`src/rtl/ob_cmd_arb.sv`:
```
// Round-robin arbiter sharing the order-book command port among N requesters,
// with credit-based flow control, a per-requester burst limit and a quiesce/drain handshake.
package ob_pkg;
  typedef struct packed {
    logic [3:0]  op;
    logic [11:0] id;
    logic [15:0] qty;
  } cmd_t;
endpackage

module ob_cmd_arb #(
  parameter int N       = 4,
  parameter int W       = $bits(ob_pkg::cmd_t),
  parameter int CREDITS = 4,
  parameter int BURST   = 2
) (
  input  logic           clk,
  input  logic           rst,
  input  logic [N-1:0]   req_vld,
  input  logic [N*W-1:0] req_cmd,
  input  logic [N-1:0]   req_en,
  output logic [N-1:0]   req_accept,
  output logic           cmd_vld_r,
  output logic [W-1:0]   cmd_r,
  input  logic           cmd_full_r,
  input  logic           cmd_credit,
  input  logic           quiesce_req,
  output logic           quiesce_ack_r,
  output logic           credit_err_r
);

  localparam int PW = (N > 1) ? $clog2(N) : 1;
  localparam int CW = $clog2(CREDITS + 1);
  localparam int BW = $clog2(BURST + 1);

  typedef enum logic [1:0] {RUN, DRAIN, IDLE} state_t;

  state_t         state, state_nxt;
  logic [PW-1:0]  rr_ptr, rr_ptr_nxt, last_g, gnt_idx, idx;
  logic [BW-1:0]  burst_cnt, burst_nxt;
  logic [CW-1:0]  credit_cnt, credit_nxt;
  logic [N-1:0]   elig, sel_oh;
  logic           found, grant, others, credit_ovf;

  assign elig = req_vld & req_en;

  always_comb begin
    found   = 1'b0;
    gnt_idx = '0;
    idx     = '0;
    for (int unsigned i = 0; i < N; i++) begin
      idx = PW'((32'(rr_ptr) + i) % N);
      if (!found && elig[idx]) begin
        found   = 1'b1;
        gnt_idx = idx;
      end
    end
  end

  // rst gates the combinational accept so it reads zero while reset is held
  assign grant      = rst && (state == RUN) && (credit_cnt != '0) && !cmd_full_r && found;
  assign sel_oh     = N'(1) << gnt_idx;
  assign others     = |(elig & ~sel_oh);
  assign req_accept = grant ? sel_oh : '0;

  always_comb begin
    burst_nxt  = burst_cnt;
    rr_ptr_nxt = rr_ptr;
    if (grant) begin
      if (burst_cnt != '0 && gnt_idx == last_g)
        burst_nxt = (burst_cnt == BW'(BURST)) ? burst_cnt : burst_cnt + 1'b1;
      else
        burst_nxt = BW'(1);
      if (burst_nxt < BW'(BURST) && others)
        rr_ptr_nxt = gnt_idx;
      else
        rr_ptr_nxt = (gnt_idx == PW'(N - 1)) ? '0 : gnt_idx + 1'b1;
    end
  end

  always_comb begin
    credit_nxt = credit_cnt;
    credit_ovf = 1'b0;
    if (grant && !cmd_credit)
      credit_nxt = credit_cnt - 1'b1;
    else if (!grant && cmd_credit) begin
      if (credit_cnt == CW'(CREDITS))
        credit_ovf = 1'b1;
      else
        credit_nxt = credit_cnt + 1'b1;
    end
  end

  always_comb begin
    state_nxt = state;
    case (state)
      RUN:     if (quiesce_req) state_nxt = DRAIN;
      DRAIN: begin
        if (!quiesce_req)
          state_nxt = RUN;
        else if (credit_cnt == CW'(CREDITS) && !cmd_vld_r)
          state_nxt = IDLE;
      end
      IDLE:    if (!quiesce_req) state_nxt = RUN;
      default: state_nxt = RUN;
    endcase
  end

  always_ff @(posedge clk or negedge rst) begin
    if (!rst) begin
      state         <= RUN;
      rr_ptr        <= '0;
      last_g        <= '0;
      burst_cnt     <= '0;
      credit_cnt    <= CW'(CREDITS);
      cmd_vld_r     <= 1'b0;
      cmd_r         <= '0;
      quiesce_ack_r <= 1'b0;
      credit_err_r  <= 1'b0;
    end else begin
      state         <= state_nxt;
      rr_ptr        <= rr_ptr_nxt;
      burst_cnt     <= burst_nxt;
      credit_cnt    <= credit_nxt;
      cmd_vld_r     <= grant;
      quiesce_ack_r <= (state_nxt == IDLE);
      credit_err_r  <= credit_err_r | credit_ovf;
      if (grant) begin
        last_g <= gnt_idx;
        cmd_r  <= req_cmd[gnt_idx*W +: W];
      end
    end
  end

endmodule

```
`config.mk`:
```
export PLATFORM = sky130hd
export DESIGN_NAME = ob_cmd_arb
export DESIGN_NICKNAME = d
export VERILOG_FILES = /design/src/rtl/ob_cmd_arb.sv
export SDC_FILE = /design/constraint.sdc
export NUM_CORES = 1
export LEC_CHECK = 0
export CORE_MARGIN = 2
export CORE_UTILIZATION = 36
export DETAILED_ROUTE_END_ITERATION = 8
export PLACE_DENSITY = 0.83
export SETUP_SLACK_MARGIN = 0.2
export SYNTH_ARGS = -nofsm -noshare
export SYNTH_HDL_FRONTEND = slang
export SYNTH_SLANG_ARGS = --single-unit
```
`constraint.sdc`:
```
create_clock -name clk -period 7.48 [get_ports clk]
set_clock_uncertainty 0.1 [all_clocks]
set_input_delay 0.748 -clock clk [delete_from_list [all_inputs] [get_ports clk]]
set_output_delay 0.748 -clock clk [all_outputs]
set_load 0.01 [all_outputs]
```
==> metrics.cfg <==
[global_routing]
gr-usage-all-layers=0.172
grt_pass1_wl_um=13700
gr-total-overflow=0
grt_max_degree=68
antenna_found_initial=0
grt_pass1_vias=2882

[detailed_routing]
dr.pass1.iters=5
routed_wl_um=8860
routedWlPerCell_um=15.8
via_per_inst=5.14
dr_total_vias=2891
drc=0
dr.first_iter.drc_count=103
ant_nets=0

[clock_tree]
clock_sinks=46
path_clk_slew_ps=80
post-cts-setup-buffers=0
numCtsBuffers=5
cts-hold-fix-buffers=0
cts_buffer_depth=2
cts_tree=done
clock_latency_ps=280
htree_levels=2
ctsResizeCount=0
cts-root-buf=clkbuf_8

[die]
die_x_um=99.6
dieHeight_um=99.6
dieArea_um2=9920
rows=34
start_util=0.374
core_um2=8810
io_pins=180

[outcome]
status=complete, no violations

[timing]
slew-limit-headroom=0.224
setup-tns-final_ps=0
finalCritPeriodShare=0.627
fmax_ghz=0.213
finalSetupViolations=0
fin_crit_ps=4690
tightest_slew_ps=1160
rsz0062_at_grt=false
slew_violations=0
timing.final.hold_violations=0

[final_layout]
area_delta_synth_final_pct=56.9
fillers=729
final_nets=599
antennaDiodeCount=0
final_common_cell=clkdlybuf4s50_1
drive_above_1_share=0.117
layout_common_cells=clkdlybuf4s50_1 (178), mux2i_1 (97), dfrtp_1 (45)

[power]
p_leak_nw=2.25
p_sw_mw=0.462
combinationalPowerShare=0.562
pwr_density_cell_nw_per_um2=262
p_seq_frac=0.326
power_frac_clock=0.112
ir_worst_vdd_v=0.0000963
swShare=0.342
total_power_mw=1.35
internal_power_mw=0.889

[place]
gp_congestion=0.821
hpwl_um=6880
io_buffer_count=179

[yosys]
avgSynthCellArea_um2=11.7
yosysSeqAreaShare=0.350
ys.warnings.count=0
synthTopCellsByArea=dfrtp_1 (34%), mux2i_1 (30%), mux2_2 (11%), buf_12 (1.8%), ha_1 (1.5%)
netlist_area_um2=3290
synth_edf_count=0
synth_seq_cells=46
synthFlopType=dfrtp_1
syn_nets=428
yosysUniqueCellTypes=54
synth_top_cell_by_area=dfrtp_1
yosysTopAreaCellShare=0.342
synth_cells=282
synth_async_sr_flop_share=1.00

[critical_path]
worstPathMaxFanout=67
crit_path_start_kind=primary input
cp.arrival_ps=3840
end_kind=output port
r2r_setup_slack_ps=4190
critPathRequiredTime_ps=6630
worstSetupPathType=in -> out

[hold_path]
min_path_type=reg -> reg

[job]
cap_violations=0

-- cell usage after synthesis, types with 2 or more instances --
cell      instances
ha_1              4
buf_12            3
mux2_2           32
o211ai_1          2
buf_4             5
mux2i_1          97
nor3b_1           3
nor2b_1           4
nand3_1           4
and2_1            3
a21boi_0          2
o21a_1            2
clkbuf_1          3
nand2_1           7
clkbuf_4          2
a21oi_1           3
nand3b_1          3
o21ai_0           5
a21o_1            5
inv_1            10
o211ai_2          2
dfrtp_1          45
nor2_1            5
-- routing by layer --
metal / global-route usage / routed length, um / up-vias
met3: 0.0520 / 806 / 16
met4: 0.0569 / 204 / 0
met1: 0.199 / 3360 / 1361
met5: 0 / 0 / -
li1: - / - / 1377
met2: 0.302 / 4490 / 137
-- flip-flops by register name (all words and copies together) (netlist names) --
name	cells
credit_err_r	1
burst_cnt	2
cmd_r	32
rr_ptr	2
quiesce_ack_r	1
credit_cnt	3
last_g	2
state	2
cmd_vld_r	1
-- power groups by stage --
| stage | clock network, mW | registers [mW] | logic, mW |
|---|---|---|---|
| after floorplan | 0 | 0.473 | 0.413 |
| after global placement | 0 | 0.438 | 0.752 |
| after detailed placement | 0 | 0.445 | 0.767 |
| after CTS | 0.161 | 0.442 | 0.770 |
| after global routing | 0.172 | 0.459 | 0.820 |
| final | 0.151 | 0.441 | 0.759 |
-- per-stage QoR --
step | cells | worst slack, ps | hold WS [ps] | area (um^2) | utilization
6_report | 562 | 2790 | 382 | 5160 | 0.586
5_1_grt | 562 | 2570 | 411 | 5160 | 0.586
4_1_cts | 562 | 2780 | 391 | 5160 | 0.586
3_5_place_dp | 554 | 2790 | 379 | 5070 | 0.576
3_3_place_gp | 554 | 2900 | 369 | 5070 | 0.576
2_1_floorplan | 282 | 4360 | 347 | 3290 | -
-- final timing paths --
kind / from / endpoint / depth (start not counted)
worst max-delay path: req_en[2] / req_accept[3] / 7
worst min-delay path: state[1]$_DFF_PN0_ / state[0]$_DFF_PN0_ / 1
worst max register to register: state[1]$_DFF_PN0_ / credit_cnt[2]$_DFFE_PN1P_ / 12
worst min register to register: state[1]$_DFF_PN0_ / state[0]$_DFF_PN0_ / 1
max in group asynchronous: rst / cmd_r[4]$_DFFE_PN0P_ / 2
min in group asynchronous: rst / cmd_r[21]$_DFFE_PN0P_ / 2
-- final cells by class --
type                       instances  area [um^2]  area share
clock buffer                       7         86.3      0.0167
sequential                        46         1150       0.223
timing repair buffer             181         1800       0.349
multi-input combinational        208         1940       0.376
inverter                          11         41.3     0.00800
tap                              108          135      0.0262
clock inverter                     1         5.00    0.000970
-- worst max-delay path: stages --
cell             delay, ps
clkdlybuf4s50_1        530
nand2_1                160
o311ai_1               390
and2_4                 900
and2b_1                360
nor2b_1                160
clkdlybuf4s50_1        560
-- logic make-up (layout without fill, tap and decap cells) --
kind of cell,count (synthesis),after routing,share of synthesized area
AO/OA/AOI/OAI,36,36,0.0936
XOR/XNOR,2,2,0.00533
adder cells (fa/ha/maj),6,6,0.0243
buffers and inverters,28,200,0.0609
flip-flops,46,46,0.350
multiplexers,129,129,0.405
AND/OR/NAND/NOR,35,35,0.0609
No activity file was read; power rests on OpenSTA's default activity.
==> RTL change 1, RTL diff (config.mk and constraints unchanged) <==
Re-encode `state_t` (3 states) as one-hot, 3 bits wide.
--- a/src/rtl/ob_cmd_arb.sv
+++ b/src/rtl/ob_cmd_arb.sv
@@ -33,7 +33,7 @@
   localparam int CW = $clog2(CREDITS + 1);
   localparam int BW = $clog2(BURST + 1);
 
-  typedef enum logic [1:0] {RUN, DRAIN, IDLE} state_t;
+  typedef enum logic [2:0] {RUN = 3'b001, DRAIN = 3'b010, IDLE = 3'b100} state_t;
 
   state_t         state, state_nxt;
   logic [PW-1:0]  rr_ptr, rr_ptr_nxt, last_g, gnt_idx, idx;
Behaviour: no difference found for any inputs over 4 cycles, from zero or initial values and one cycle with rst low; so few cycles prove little.
==> RTL change 1 against the unedited design <==
Routed wire length increased by 12%. Sequential cell count increased by 1. Worst setup slack improved by 23 ps. Synthesized area decreased by 3.8%. Count of clock-buffer cells in the layout decreased by 1. Power increased by 5.1%. Cell area decreased by 1.6%.
==> RTL change 1: results <==
export IMPL_top_regs="cmd_r x32, credit_cnt x3, state x3"
export IMPL_drt_wl_total_um=9900
export IMPL_synth_xor_xnor_area_share_pct=1.62
export IMPL_m1WireLength_um=3840
export IMPL_synth_distinct_cells=51
export IMPL_use_met1_pct=23.7
export IMPL_status="complete, no violations"
export IMPL_wl_met3_um=741
export IMPL_gr_usage_met3_pct=5.37
export IMPL_worst_slack_ps=2810
export IMPL_nets=621
export IMPL_dr_wl_met2_um=5150
export IMPL_placed_cell_area_um2=4960
export IMPL_use_met2_pct=37.2
export IMPL_holdPathEnd="credit_err_r"
export IMPL_worst_hold_startpoint="credit_err_r"
export IMPL_dp_slack_ps=2730
export IMPL_grt_pass1_wl_um=16000
export IMPL_p_leak_nw=2.09
export IMPL_netlist_top_cells_count="dfrtp_1 (45), nand2_1 (43), o21ai_1 (35)"
export IMPL_worstSetupEndpoint="req_accept[2]"
export IMPL_synth_fa_ha_area_share_pct=2.21
export IMPL_final_area_um2=5080
export IMPL_worst_ir_drop_vdd_mv=0.128
export IMPL_crit_start="rst"
export IMPL_syn_inst=310
export IMPL_dp_hpwl_um=7590
export IMPL_yosys_top_cells_area="dfrtp_1 (36%), mux2_4 (12%), a222oi_1 (8.2%)"
export IMPL_cpPeakStageDelay_ps=790
export IMPL_gp_congestion=0.856
export IMPL_r2r_start="state[0]"
export IMPL_synth_nets=456
export IMPL_reg2reg_depth=11
export IMPL_slowest_stage="buf_2"
export IMPL_tightest_slew_ps=1240
export IMPL_grt_pass1_vias=3386
export IMPL_vias_per_cell=5.46
export IMPL_drive_above_1_share_pct=11.8
export IMPL_crit_fanout=48
==> RTL change 1: critical path: cells and delay by family <==
family                 cells  cell delay, ps
buffers and inverters      3            1700
AO/OA/AOI/OAI              1             340
AND/OR/NAND/NOR            4            1020
==> RTL change 1: report_power, final <==
part	switching, W	internal (W)
Clock	0.0000875	0.000110
Sequential	0.0000897	0.000372
Combinational	0.000347	0.000414
==> RTL change 1: cell families (layout without fill, tap and decap cells) <==
family / count (synthesis) / count (layout)
compound gates: 98 / 98
simple gates: 75 / 75
fa+ha+maj: 5 / 5
mux: 45 / 45
xor+xnor: 5 / 5
buf+inv: 35 / 201
flops: 47 / 47
==> RTL change 1: final cells by class <==
cell class	instances	area share, %
multi-input cells	228	35.4
flip-flops and latches	47	23.2
repair buffers	181	35.5
clock buffers	6	1.63
clock inverters	2	0.764
inverters	12	0.887
well taps	108	2.66
==> RTL change 2, RTL diff (same settings) <==
Made on the original files. Change the parameter `BURST` from 2 to 1.
--- a/src/rtl/ob_cmd_arb.sv
+++ b/src/rtl/ob_cmd_arb.sv
@@ -12,7 +12,7 @@
   parameter int N       = 4,
   parameter int W       = $bits(ob_pkg::cmd_t),
   parameter int CREDITS = 4,
-  parameter int BURST   = 2
+  parameter int BURST   = 1
 ) (
   input  logic           clk,
   input  logic           rst,
Function: changed (a bounded check fails within 4 cycles, from zero or initial values and one cycle with rst low).
==> RTL change 2 against the unedited design <==
Routed wire length grew 0.17%. Worst setup slack gained 430 ps. Critical path type unchanged. Cell area shrank 7.1%. Synthesized area shrank 12%. Power shrank 10%. Sequential cell count shrank 4. Sequential power shrank 9.3%.
==> RTL change 2: results <==
export IMPL_r2r_slack_ps=4440
export IMPL_synth_fa_ha_area_share_pct=3.45
export IMPL_use_met2_pct=35.3
export IMPL_grt_pass1_wl_um=13600
export IMPL_placed_cell_area_um2=4700
export IMPL_nNonClkBuffers=182
export IMPL_multi_input_area_um2=1680
export IMPL_grt_usage_pct=19.4
export IMPL_gp_congestion=0.832
export IMPL_min_period_ps=4260
export IMPL_syn_area_per_cell_um2=10.9
export IMPL_worst_hold_startpoint="credit_err_r"
export IMPL_tightest_slew_ps=876
export IMPL_synth_xor_xnor_area_share_pct=0.906
export IMPL_holdPathEnd="credit_err_r"
export IMPL_drt_wl_total_um=8880
export IMPL_dr_wl_met2_um=4700
export IMPL_status="complete, no violations"
export IMPL_wl_met3_um=543
export IMPL_inverters=8
export IMPL_drive_above_1_share_pct=9.82
export IMPL_seq_area_um2=1050
export IMPL_arrival_ps=3410
export IMPL_nets=586
export IMPL_synth_compound_area_share_pct=19.7
export IMPL_worst_ir_drop_vdd_mv=0.105
-- RTL change 2: cell types whose count changed in the layout (fill, tap and decap cells not counted), moves of 7 or more --
cell	before	now
mux2i_1	97	61
o221ai_2	1	18
nand2_1	7	43
o221ai_1	0	12
mux2_2	32	1
and2_1	2	9
-- RTL change 2: stage by stage --
| step | hold WS (ps) | std cells |
|---|---|---|
| after global placement | 365 | 532 |
| after CTS | 388 | 540 |
| after detailed placement | 361 | 532 |
| after floorplan | 336 | 266 |
| after global routing | 406 | 540 |
| final | 383 | 540 |
-- RTL change 2: kinds of logic after synthesis --
group,count (synthesis)
simple gates,71
buf+inv,26
fa+ha+maj,8
flops,42
compound gates,54
mux,62
xor+xnor,3
-- RTL change 2: report_power, final --
part           total [W]  switching (W)  internal [W]
registers       0.000400      0.0000714      0.000329
clock network   0.000151      0.0000766     0.0000746
logic           0.000663       0.000294      0.000369
total            0.00121       0.000442      0.000772
